$ cat src/rtl/sprite_scan_gen.sv
`default_nettype none
// ============================================================================
// Module   : sprite_scan_gen
// Summary  : Row-major pixel scan of the full screen or an anchored sprite box,
//            with a valid/ready pixel handshake and a start/done protocol.
//            Screen clipping is built in when SPRITE_SCAN_CLIP_EN is defined.
// Revision : 1.0  initial release
// ============================================================================
module sprite_scan_gen #(
  parameter int X_W      = 8,
  parameter int Y_W      = 7,
  parameter int SCREEN_W = 160,
  parameter int SCREEN_H = 120,
  parameter int SPRITE_W = 40,
  parameter int SPRITE_H = 40,
  parameter int ADDR_W   = 15
) (
  input  logic              clk,
  input  logic              reset,
  input  logic              start,
  input  logic              mode,
  input  logic [X_W-1:0]    xInit,
  input  logic [Y_W-1:0]    yInit,
  input  logic              ready,
  output logic [X_W-1:0]    x,
  output logic [Y_W-1:0]    y,
  output logic [ADDR_W-1:0] addr,
  output logic              plot,
  output logic              busy,
  output logic              screenDone
);

  typedef enum logic [1:0] {
    S_IDLE = 2'd0,
    S_SCAN = 2'd1,
    S_DONE = 2'd2
  } state_t;

  localparam logic [X_W-1:0] c_fullLastCol = X_W'(SCREEN_W - 1);
  localparam logic [Y_W-1:0] c_fullLastRow = Y_W'(SCREEN_H - 1);
  localparam logic [X_W-1:0] c_sprLastCol  = X_W'(SPRITE_W - 1);
  localparam logic [Y_W-1:0] c_sprLastRow  = Y_W'(SPRITE_H - 1);

  state_t            r_state;
  state_t            w_stateNext;
  logic [X_W-1:0]    r_origX;
  logic [Y_W-1:0]    r_origY;
  logic [X_W-1:0]    r_lastCol;
  logic [Y_W-1:0]    r_lastRow;
  logic [X_W-1:0]    r_col;
  logic [Y_W-1:0]    r_row;
  logic [ADDR_W-1:0] r_addr;

  logic              w_onScreen;
  logic              w_inScan;
  logic              w_plot;
  logic              w_step;
  logic              w_atLastCol;
  logic              w_atLastRow;
  logic              w_lastPixel;
  logic              w_accept;

`ifdef SPRITE_SCAN_CLIP_EN
  // Full-precision sums so a coordinate that overflows its port width is
  // treated as off-screen rather than wrapping back onto the display.
  localparam logic [X_W:0] c_screenW = (X_W+1)'(SCREEN_W);
  localparam logic [Y_W:0] c_screenH = (Y_W+1)'(SCREEN_H);

  logic [X_W:0] w_sumX;
  logic [Y_W:0] w_sumY;

  assign w_sumX     = {1'b0, r_origX} + {1'b0, r_col};
  assign w_sumY     = {1'b0, r_origY} + {1'b0, r_row};
  assign w_onScreen = (w_sumX < c_screenW) && (w_sumY < c_screenH);
`else
  assign w_onScreen = 1'b1;
`endif

  assign w_inScan    = (r_state == S_SCAN);
  assign w_plot      = w_inScan && w_onScreen;
  // Off-screen pixels never wait for ready, so they drain one per cycle.
  assign w_step      = w_inScan && (!w_plot || ready);
  assign w_atLastCol = (r_col == r_lastCol);
  assign w_atLastRow = (r_row == r_lastRow);
  assign w_lastPixel = w_atLastCol && w_atLastRow;
  assign w_accept    = (r_state == S_IDLE) && start;

  always_ff @(posedge clk or negedge reset) begin
    if (!reset) begin
      r_state   <= S_IDLE;
      r_origX   <= '0;
      r_origY   <= '0;
      r_lastCol <= '0;
      r_lastRow <= '0;
      r_col     <= '0;
      r_row     <= '0;
      r_addr    <= '0;
    end else begin
      r_state <= w_stateNext;
      if (w_accept) begin
        r_origX   <= mode ? '0 : xInit;
        r_origY   <= mode ? '0 : yInit;
        r_lastCol <= mode ? c_fullLastCol : c_sprLastCol;
        r_lastRow <= mode ? c_fullLastRow : c_sprLastRow;
        r_col     <= '0;
        r_row     <= '0;
        r_addr    <= '0;
      end else if (w_step && !w_lastPixel) begin
        r_addr <= r_addr + ADDR_W'(1);
        if (w_atLastCol) begin
          r_col <= '0;
          r_row <= r_row + Y_W'(1);
        end else begin
          r_col <= r_col + X_W'(1);
        end
      end
    end
  end

  always_comb begin
    w_stateNext = r_state;
    busy        = 1'b0;
    screenDone  = 1'b0;
    plot        = 1'b0;
    case (r_state)
      S_IDLE: begin
        if (start) begin
          w_stateNext = S_SCAN;
        end
      end
      S_SCAN: begin
        busy = 1'b1;
        plot = w_plot;
        if (w_step && w_lastPixel) begin
          w_stateNext = S_DONE;
        end
      end
      S_DONE: begin
        screenDone  = 1'b1;
        w_stateNext = S_IDLE;
      end
      default: begin
        w_stateNext = S_IDLE;
      end
    endcase
  end

  // Coordinates wrap at the port width; clipping (when built) hides the wrap.
  assign x    = r_origX + r_col;
  assign y    = r_origY + r_row;
  assign addr = r_addr;

endmodule
`default_nettype wire

$ cat config.mk
export PLATFORM = sky130hd
export DESIGN_NAME = sprite_scan_gen
export DESIGN_NICKNAME = d
export VERILOG_FILES = /design/src/rtl/sprite_scan_gen.sv
export SDC_FILE = /design/constraint.sdc
export NUM_CORES = 1
export LEC_CHECK = 0
export BUFFER_PORTS_ARGS = -buffer_cell sky130_fd_sc_hd__clkbuf_2
export CAP_MARGIN = 25
export CELL_PAD_IN_SITES_DETAIL_PLACEMENT = 0
export CELL_PAD_IN_SITES_GLOBAL_PLACEMENT = 1
export CORE_ASPECT_RATIO = 0.9
export CORE_UTILIZATION = 46
export CTS_CLUSTER_SIZE = 8
export DETAILED_ROUTE_END_ITERATION = 6
export PLACE_DENSITY = 0.89
export SLEW_MARGIN = 20
export SYNTH_ARGS = -nofsm -noshare
export SYNTH_HDL_FRONTEND = slang
export SYNTH_SLANG_ARGS = --single-unit
$ cat constraint.sdc
create_clock -name clk -period 5.8 [get_ports clk]
set_input_delay 0.58 -clock clk [delete_from_list [all_inputs] [get_ports clk]]
set_output_delay 0.58 -clock clk [all_outputs]
set_load 0.01 [all_outputs]
# After elaboration in Yosys (flattened, before gate mapping)
# Index checks and enable logic that the tools add are counted.
[totals]
in_bits = 20
register_bits = 62
[classes]
reduce_logical = 13
n_mux = 17
n_eq_ne = 6
addsub = 5
[op_table]
columns = ["operator", "count"]
rows = [
  ["8-bit 2-to-1 mux", 5],
  ["7-bit 2-to-1 mux", 5],
  ["15-bit 2-to-1 mux", 2],
  ["15-bit by 1-bit adder with 15-bit output (second input constant)", 1],
  ["8-bit by 1-bit adder with 8-bit output (second input constant)", 1],
  ["8-bit adder", 1],
  ["8-bit == test", 1],
  ["7-bit by 1-bit adder with 7-bit output (second input constant)", 1],
  ["7-bit adder", 1],
  ["7-bit == test", 1],
  ["1-bit logical AND", 5],
  ["2-bit 2-to-1 mux", 2],
  ["2-bit one-hot mux with 2 select lines", 1],
  ["2-bit AND reduction", 2],
  ["2-bit nonzero test", 2],
  ["2-bit by 1-bit == test with 1-bit output (second input constant)", 1],
  ["2-bit == test (second input constant)", 1],
  ["1-bit logical NOT", 2],
  ["2-bit logical NOT", 1],
  ["1-bit 2-to-1 mux", 2],
  ["2-bit by 1-bit != test with 1-bit output (second input constant)", 1],
  ["2-bit != test (second input constant)", 1],
  ["1-bit logical OR", 1],
]

# Longest topological paths before layout
# Gate-level depths: netlist (run 1).
[depth]
ltp_word = 7
mapped_depth = 9
depth_no_buf = 9

# Worst setup path before layout (run 1)
# Ideal clock, no wire load.
[synth_timing]
kind = "register to output"
from = "register r_row[0]"
to = "output y[6]"
setup_slack_ns = 3.444
stages_incl_launch_ff = 8
required_time_ns = 5.220
t_arrival_ns = 1.776
path_cell_list = "dfrtp_1 > ha_1 > fa_1 > a21o_1 > a21oi_1 > o21bai_1 > a21oi_1 > xnor2_1"
[synth_via]
elab_chain_len = 1
[synth_lines]
columns = ["element", "line_no", "text"]
rows = [
  ["start, declared", "51", "logic [Y_W-1:0] r_row;"],
  ["start signal, assigned", "112", "r_row <= r_row + Y_W'(1);"],
  ["7-bit adder", "150", "assign y = r_origY + r_row;"],
  ["end, declared", "26", "output logic [Y_W-1:0] y,"],
]
# No other way between the ends.

# Final worst setup path (run 1)
# Same ends and word-level chain as after synthesis.

==> results of run 1 <==
-- path summary, 6_finish.rpt --
kind	endpoint	slack [ns]	depth (start not counted)
max in group asynchronous	r_origY[0]	5.00	2
max	y[6]	2.83	8
min	r_origX[3]	0.36	2
min in group clk	r_origY[0]	0.48	2
min reg2reg	r_origY[0]	0.48	2
max reg2reg	r_col[4]	3.38	6
-- power groups by stage --
stage          sequential [mW]  combinational (mW)  clock (mW)
2_1_floorplan            0.535               0.393           0
3_3_place_gp             0.551               0.548           0
3_5_place_dp             0.556               0.559           0
4_1_cts                  0.551               0.562       0.255
5_1_grt                  0.569               0.633       0.269
6_report                 0.549               0.557       0.246
-- through the flow --
step           power (mW)  instances  area, um^2
2_1_floorplan      0.9271        313        2980
3_3_place_gp        1.100        443        3308
3_5_place_dp        1.115        443        3308
4_1_cts             1.367        451        3418
5_1_grt             1.471        452        3433
6_report            1.352        452        3433
-- registers in the layout (all words and copies together), names as in the netlist --
name / flops
r_origX: 8
r_col: 8
addr: 15
r_origY: 7
r_row: 7
r_lastCol: 3
r_state: 2
-- cell type report --
type | instances | area (um^2)
Timing Repair Buffer | 55 | 290.3
Fill cell | 562 | 2749
Tap cell | 87 | 108.9
Multi-Input combinational cell | 239 | 1624
Inverter | 13 | 48.80
Sequential cell | 50 | 1251
Clock buffer | 6 | 72.57
Clock inverter | 2 | 37.54
-- logic make-up (layout without fill, tap and decap cells) --
kind of cell             Yosys count  in the layout  synth area share, %
adder cells (fa/ha/maj)           18             18                8.060
AND/OR/NAND/NOR                  137            137                24.85
buffers and inverters             24             76                3.526
flip-flops                        50             50                41.98
AO/OA/AOI/OAI                     62             62                14.86
XOR/XNOR                          17             17                4.996
multiplexers                       5              5                1.721
-- worst max-delay path, delay by kind of cell, from the launching register on --
| family | cells | cell delay [ns] |
|---|---|---|
| compound gates | 4 | 0.71 |
| xor+xnor | 1 | 0.14 |
| fa+ha+maj | 2 | 0.65 |
| buf+inv | 1 | 0.15 |
| flops | 1 | 0.45 |
-- Yosys cell counts, types with 6 or more instances --
cell      number
nor2_1        12
or3_1         11
nand3_1       14
inv_1         13
o211ai_1       6
clkbuf_1       6
nand2_1       54
xnor2_1       12
nand3b_1      15
dfrtp_1       50
o31ai_1        6
a21oi_1       16
o21ai_0       16
ha_1          16
-- layer usage --
metal / vias up / track usage, % / part of all wire [%]
li1: 1208 / - / -
met1: 1147 / 30.35 / 49
met2: 38 / 30.16 / 46
met3: 2 / 3.785 / 4.2
met4: 0 / 6.500 / 0.57
met5: - / 0 / 0
==> results.cfg, run 1 <==
[die]
core_area_um2 = 6182
io_pins = 53
die_h_um = 78.36
core.rowCount = 27
initial_core_util_pct = 48.21
die_w_um = 86.85
die_area_um2 = 6805

[timing]
timing.hold.ws_ns = 0.3647
relSlewSlack_pct = 57.91
fmax_mhz = 337.1
period_minus_slack_ns = 2.966
finalCritPeriodShare_pct = 51.14
worst_slack_ns = 2.834
finalMaxSlewViolations = 0
finalSetupViolCount = 0
hold_viol_final = 0
tns_ns = 0
worst_slew_pin_slew_ns = 0.6314
rsz0062_at_grt = false
skew_ns = 0.005461

[detailed_routing]
routed-via-count = 2395
drc = 0
viasPerCell = 5.299
wirelength_mm = 6.340
drtIter0Drc = 115
firstDrtPassIters = 4
wire_per_inst_um = 14.03
ant_nets = 0

[synth]
yosysTopAreaCell = dfrtp_1
synthFlopType = dfrtp_1
synth.avg_cell_area_um2 = 9.522
synth_top_area_share_pct = 41.98
async_flop_share_pct = 100.0
yosys_register_bits = 50
synth_edf_count = 0
ys_seq_area_share_pct = 41.98
synth_cell_type_count = 47
synth_nets = 351
postSynthCellCount = 313
ys_warn_count = 0
syn_area_um2 = 2980
synth_area_leaders = dfrtp_1, nand2_1, ha_1, nand3b_1, xnor2_1

[global_route]
grt_first_pass_wirelength_mm = 10.85
antenna_found_initial = 0
grt_use_total_pct = 20.49
grt_max_degree = 51
grt_pass1_vias = 2228
grt_overflow = 0

[worst_setup_path]
cp_slowest_cell = dfrtp_1
r2r_start = r_row[4]
cp_max_fo = 5
cp-startpoint = r_row[0]
required_ns = 5.22
slowest_delay_ns = 0.45
critPathArrivalTime_ns = 2.39
crit_top_cell = a21oi_1
worstSetupEndpointType = output pin
start_kind = flip-flop
crit_type = reg2out
path_cells = ha_1, fa_1, a21o_1, a21oi_1, o21bai_1, a21oi_1, xnor2_1, clkbuf_2

[run]
cap_violations = 0

[cts]
clock-root-buffer = clkbuf_8
cts_max_level = 2
clkSlewWorstSetupHoldPaths_ns = 0.09
cts_hold_buf = 0
clk_latency_ns = 0.30
cts_sinks = 50
post_cts_resized = 0
cts_setup_buffers = 0
numCtsBuffers = 5
cts_tree = built
clk_path_buf_depth = 2

[finish]
antenna_cells = 0
mostFrequentLayoutCells = nand2_1, clkbuf_2, dfrtp_1
layout-drive-gt1-share_pct = 21.37
final_common_cell = nand2_1
fin_nets = 402
final_core_util_pct = 55.54
area_growth_pct = 15.20

[power]
intPower_uw = 818.3
p_per_area_nw_per_um2 = 393.7
swShare_pct = 39.47
p_seq_share_pct = 40.6
p_clk_share_pct = 18.2
p_switching_uw = 533.5
power_leakage_nw = 1.666
combPwrFrac_pct = 41.2
ir_worst_vdd_mv = 0.1570

[place]
portBuffers = 52
pre_cts_slack_ns = 3.194
routabilityCongestion = 0.7811
hpwlAfterDp_mm = 4.485

[worst_hold_path]
hold_path.class = in2async

[status]
status = complete, no violations
(Power assumes the default switching activity.)
==> inputs of run 2 (changes only) <==
--- a/config.mk
+++ b/config.mk
@@ -10,10 +10,10 @@
 export CELL_PAD_IN_SITES_DETAIL_PLACEMENT = 0
 export CELL_PAD_IN_SITES_GLOBAL_PLACEMENT = 1
 export CORE_ASPECT_RATIO = 0.9
-export CORE_UTILIZATION = 46
+export CORE_UTILIZATION = 39
 export CTS_CLUSTER_SIZE = 8
 export DETAILED_ROUTE_END_ITERATION = 6
-export PLACE_DENSITY = 0.89
+export PLACE_DENSITY = 0.81
 export SLEW_MARGIN = 20
 export SYNTH_ARGS = -nofsm -noshare
 export SYNTH_HDL_FRONTEND = slang
==> constraint.sdc (replaced) <==
create_clock -name clk -period 2.72 [get_ports clk]
set_input_delay 0.272 -clock clk [delete_from_list [all_inputs] [get_ports clk]]
set_output_delay 0.272 -clock clk [all_outputs]
set_load 0.01 [all_outputs]
==> run 2 against run 1 <==
Effect of this change: first-iteration DRC count down 6.1%; clock skew up 0.0010 ns; wire length up 1.6%; power up 120%; largest power group unchanged; sequential cell count unchanged; non-clock buffer count up 1; global-route usage down 3.2 points; largest cell class unchanged.
==> results.cfg, run 2 (synthesized netlist as in run 1, its figures left out) <==
[die]
io_pins = 53
die_h_um = 84.93
die_area_um2 = 7996
core.rowCount = 29
core_area_um2 = 7221
die_w_um = 94.15
initial_core_util_pct = 41.28

[place]
dp_cells = 451
routabilityCongestion = 0.7728
portBuffers = 52
hpwlAfterDp_mm = 4.747

[finish]
final_common_cell = nand2_1
mostFrequentLayoutCells = nand2_1, clkbuf_2, dfrtp_1, o21ai_0, ha_1
fin_nets = 403
layout-drive-gt1-share_pct = 23.22
layout.cells.non_filler = 459
largest_register_ffs = 15
antenna_cells = 0
area_growth_pct = 17.13

[detailed_routing]
ant_nets = 0
viasPerCell = 5.218
wire_per_inst_um = 14.03
drc = 0
firstDrtPassIters = 4
drtIter0Drc = 108
wirelength_mm = 6.439
routed-via-count = 2395

[cts]
cts_tree = built
cts_hold_buf = 0
clk_path_buf_depth = 2
cts_max_level = 2
clock-root-buffer = clkbuf_8
numCtsBuffers = 5
clkSlewWorstSetupHoldPaths_ns = 0.09
cts_sinks = 50
clk_latency_ns = 0.30

[worst_setup_path]
cp_max_fo = 5
cp-startpoint = r_row[0]
crit_type = reg2out
r2r_slack_ns = 0.37
worstSetupEndpointType = output pin
start_kind = flip-flop
r2r_cells = 6
critPathArrivalTime_ns = 2.30
r2r_end = r_col[3]
r2r_start = r_lastCol[2]
required_ns = 2.45

[global_route]
grt_pass1_vias = 2220
grt_overflow = 0
antenna_found_initial = 0
grt_max_degree = 29
grt_use_total_pct = 17.31
grt_first_pass_wirelength_mm = 10.92

[timing]
finalSetupViolCount = 0
worst_slew_pin_slew_ns = 0.9666
finalMaxSlewViolations = 0
hold_viol_final = 0
finalCritPeriodShare_pct = 94.65
timing.hold.ws_ns = 0.004753
relSlewSlack_pct = 35.40
tns_ns = 0
period_minus_slack_ns = 2.575
skew_ns = 0.006462
fmax_mhz = 388.4

[power]
p_total_mw = 3.011
p_per_area_nw_per_um2 = 862.4
ir_worst_vdd_mv = 0.5136
power_leakage_nw = 1.697

[worst_hold_path]
hold_path.class = in2async

[run]
cap_violations = 0

[status]
status = complete, no violations
==> run 2: cell types whose count changed in the layout (fill, tap and decap cells not counted), moves of 2 or more <==
cell / before / now
a21oi_2: 0 / 2
dfrtp_2: 0 / 2
a21oi_1: 16 / 14
buf_4: 2 / 4
dfrtp_1: 50 / 48
==> run 2: critical path: stages (launching register included) <==
cell      delay, ns
dfrtp_1        0.44
ha_1           0.24
fa_1           0.40
a21o_1         0.20
a21oi_2        0.18
o21bai_1       0.10
a21oi_2        0.16
xnor2_1        0.13
clkbuf_2       0.15
==> run 2: routing by layer <==
layer  track usage (%)  part of all wire [%]  vias to the layer above
li1                  -                     -                     1201
met4             3.357                  0.37                        0
met1             24.73                    48                     1145
met2             27.27                    48                       47
met3             3.495                   3.6                        2
met5                 0                     0                        -
==> run 2: worst max path at each step <==
stage | end | slack [ns]
6_report | y[6] | 0.15
5_1_grt | y[6] | -0.007
4_1_cts | y[6] | 0.03
3_5_place_dp | y[6] | 0.39
3_3_place_gp | x[7] | 0.43
2_1_floorplan | y[6] | 0.67
==> run 2: power by group <==
| group | switching (mW) | internal (mW) |
|---|---|---|
| registers | 0.237 | 0.943 |
| clock network | 0.251 | 0.392 |
| logic | 0.659 | 0.528 |
| total | 1.15 | 1.86 |
==> run 2: per-stage QoR <==
step / setup WS (ns) / utilization, % / cell area, um^2
final: 0.1455 / 48.35 / 3491
after global routing: -0.007162 / 48.35 / 3491
after CTS: 0.03095 / 48.10 / 3473
after detailed placement: 0.3929 / 46.13 / 3331
after global placement: 0.4295 / 46.13 / 3331
after floorplan: 0.6723 / - / 2980
==> run 2: layout make-up <==
cell class	count	area, um^2
multi-input combinational	239	1639
fill	670	3730
clock buffer	6	82.58
sequential	50	1254
tap	93	116.4
timing repair buffer	56	290.3
clock inverter	2	60.06
inverter	13	48.80
==> run 2: timing repair <==
| action | CTS | global route |
|---|---|---|
| resized for setup | 0 | 5 |
| setup endpoints to repair | 0 | 3 |
| setup buffers | 0 | 0 |
| endpoints found under the hold margin | 0 | 0 |
==> inputs of run 3 (changes only) <==
--- a/config.mk
+++ b/config.mk
@@ -13,7 +13,7 @@
 export CORE_UTILIZATION = 39
 export CTS_CLUSTER_SIZE = 8
 export DETAILED_ROUTE_END_ITERATION = 6
-export PLACE_DENSITY = 0.81
+export PLACE_DENSITY = 0.8
 export SLEW_MARGIN = 20
 export SYNTH_ARGS = -nofsm -noshare
 export SYNTH_HDL_FRONTEND = slang
==> run 3 against run 2 <==
Effect of this change: sequential share of layout area rose by 0.27 points; final area fell by 0.75%; first-iteration DRC count rose by 3.7%; fmax fell by 1.2%; register-to-register slack got worse by 0.05 ns; sequential cell count did not move; non-clock buffer count fell by 2; clock-buffer cell count did not move; largest cell class unchanged.
==> results.cfg, run 3 (synthesized netlist as in run 1, its figures left out) <==
[worst_setup_path]
r2r_cells = 6
slowest_delay_ns = 0.44
r2r_end = r_col[4]
cp_slowest_cell = dfrtp_1
cp_num_cells = 8
r2r_start = r_row[4]
cp_max_fo = 5
worstSetupEndpointType = output pin
critPathArrivalTime_ns = 2.33
start_kind = flip-flop
path_buf_inv = 1
r2r_slack_ns = 0.32
path_delay_family = adder cells
crit_type = reg2out
path_cells = ha_1, fa_1, a21o_1, a21oi_2, o21bai_1, a21oi_1, xnor2_1, clkbuf_2
required_ns = 2.45

[global_route]
antenna_found_initial = 0
grt_pass1_vias = 2353
grt_overflow = 0
grt_first_pass_wirelength_mm = 11.40
grt_max_degree = 51
grt_use_total_pct = 18.26

[die]
core.rowCount = 29
die_w_um = 94.15
die_h_um = 84.93
io_pins = 53
die_area_um2 = 7996
initial_core_util_pct = 41.28
core_area_um2 = 7221

[finish]
fill_cells = 700
ff_latch_area_um2 = 1254
largest_register_ffs = 15
multi_input_area_um2 = 1628
antenna_cells = 0
area_growth_pct = 16.25
fin_nets = 401
mostFrequentLayoutCells = nand2_1, clkbuf_2, dfrtp_1, o21ai_0, ha_1
final_common_cell = nand2_1
layout-drive-gt1-share_pct = 22.25

[place]
portBuffers = 52
hpwlAfterDp_mm = 4.821
routabilityCongestion = 0.7321

[cts]
cts_sinks = 50
clk_latency_ns = 0.30
clkSlewWorstSetupHoldPaths_ns = 0.09
clk_path_buf_depth = 2
clock-root-buffer = clkbuf_8
cts_tree = built
numCtsBuffers = 5
cts_max_level = 2

[detailed_routing]
drc = 0
viasPerCell = 5.311
wire_per_inst_um = 14.86
ant_nets = 0
drtIter0Drc = 112
routed-via-count = 2427
wirelength_mm = 6.792
firstDrtPassIters = 5

[timing]
fmax_mhz = 383.8
timing.hold.ws_ns = 0.08232
finalCritPeriodShare_pct = 95.80
relSlewSlack_pct = 35.47
finalSetupViolCount = 0
hold_viol_final = 0
worst_slew_pin_slew_ns = 0.9656
finalMaxSlewViolations = 0
skew_ns = 0.008311
period_minus_slack_ns = 2.606

[power]
p_per_area_nw_per_um2 = 869.1
power_leakage_nw = 1.677
ir_worst_vdd_mv = 0.4194
p_total_mw = 3.011

[status]
status = complete, no violations

[worst_hold_path]
hold_path.class = in2async

[run]
cap_violations = 0
[run 3: cell types whose count changed in the layout (fill, tap and decap cells not counted)]
cell | before | now
o41ai_2 | 1 | 0
buf_4 | 4 | 2
a21oi_2 | 2 | 1
a21oi_1 | 14 | 15
o41ai_1 | 0 | 1
[run 3: report_power, final]
group	internal, mW	leakage (nW)	switching (mW)
logic	0.523	0.951	0.667
registers	0.943	0.654	0.233
clock network	0.392	0.0714	0.252
[run 3: how the worst max path moves through the flow]
stage | end | startpoint
after floorplan | y[6] | r_row[0]
after global placement | y[6] | r_row[0]
after detailed placement | r_col[4] | r_lastCol[2]
after CTS | y[6] | r_row[0]
after global routing | y[6] | r_row[0]
final | y[6] | r_row[0]
[run 3: final cells by class]
class | count | share of cell area (%)
Clock inverter | 2 | 1.733
Sequential cell | 50 | 36.19
Clock buffer | 6 | 2.384
Timing Repair Buffer | 54 | 7.945
Tap cell | 93 | 3.359
Inverter | 13 | 1.408
Multi-Input combinational cell | 239 | 46.98
[run 3: per-stage QoR]
stage	setup WS (ns)	instances	setup TNS [ns]	util (%)	cell area [um^2]
global route	-0.02832	457	-0.02832	47.98	3465
floorplan	0.6723	313	0	-	2980
CTS	0.06763	457	0	47.89	3458
detailed placement	0.3783	449	0	45.92	3316
global placement	0.4286	449	0	45.92	3316
finish	0.1141	457	0	47.98	3465
[run 3: what timing repair did]
action	in CTS	in global routing
hold buffers	0	0
endpoints found under the setup margin	0	3
endpoints found under the hold margin	0	0
buffers inserted	0	0
resized for setup	0	3
[run 3: per-layer routing]
layer  global-route usage, %  wire (um)  share of wire (%)  vias to the layer above
met5                       0          0                  0                        -
met4                   4.615         40               0.59                        0
met3                   3.674        282                4.2                        4
met2                   29.45       3242                 48                       48
met1                   25.06       3226                 47                     1175
li1                        -          -                  -                     1200
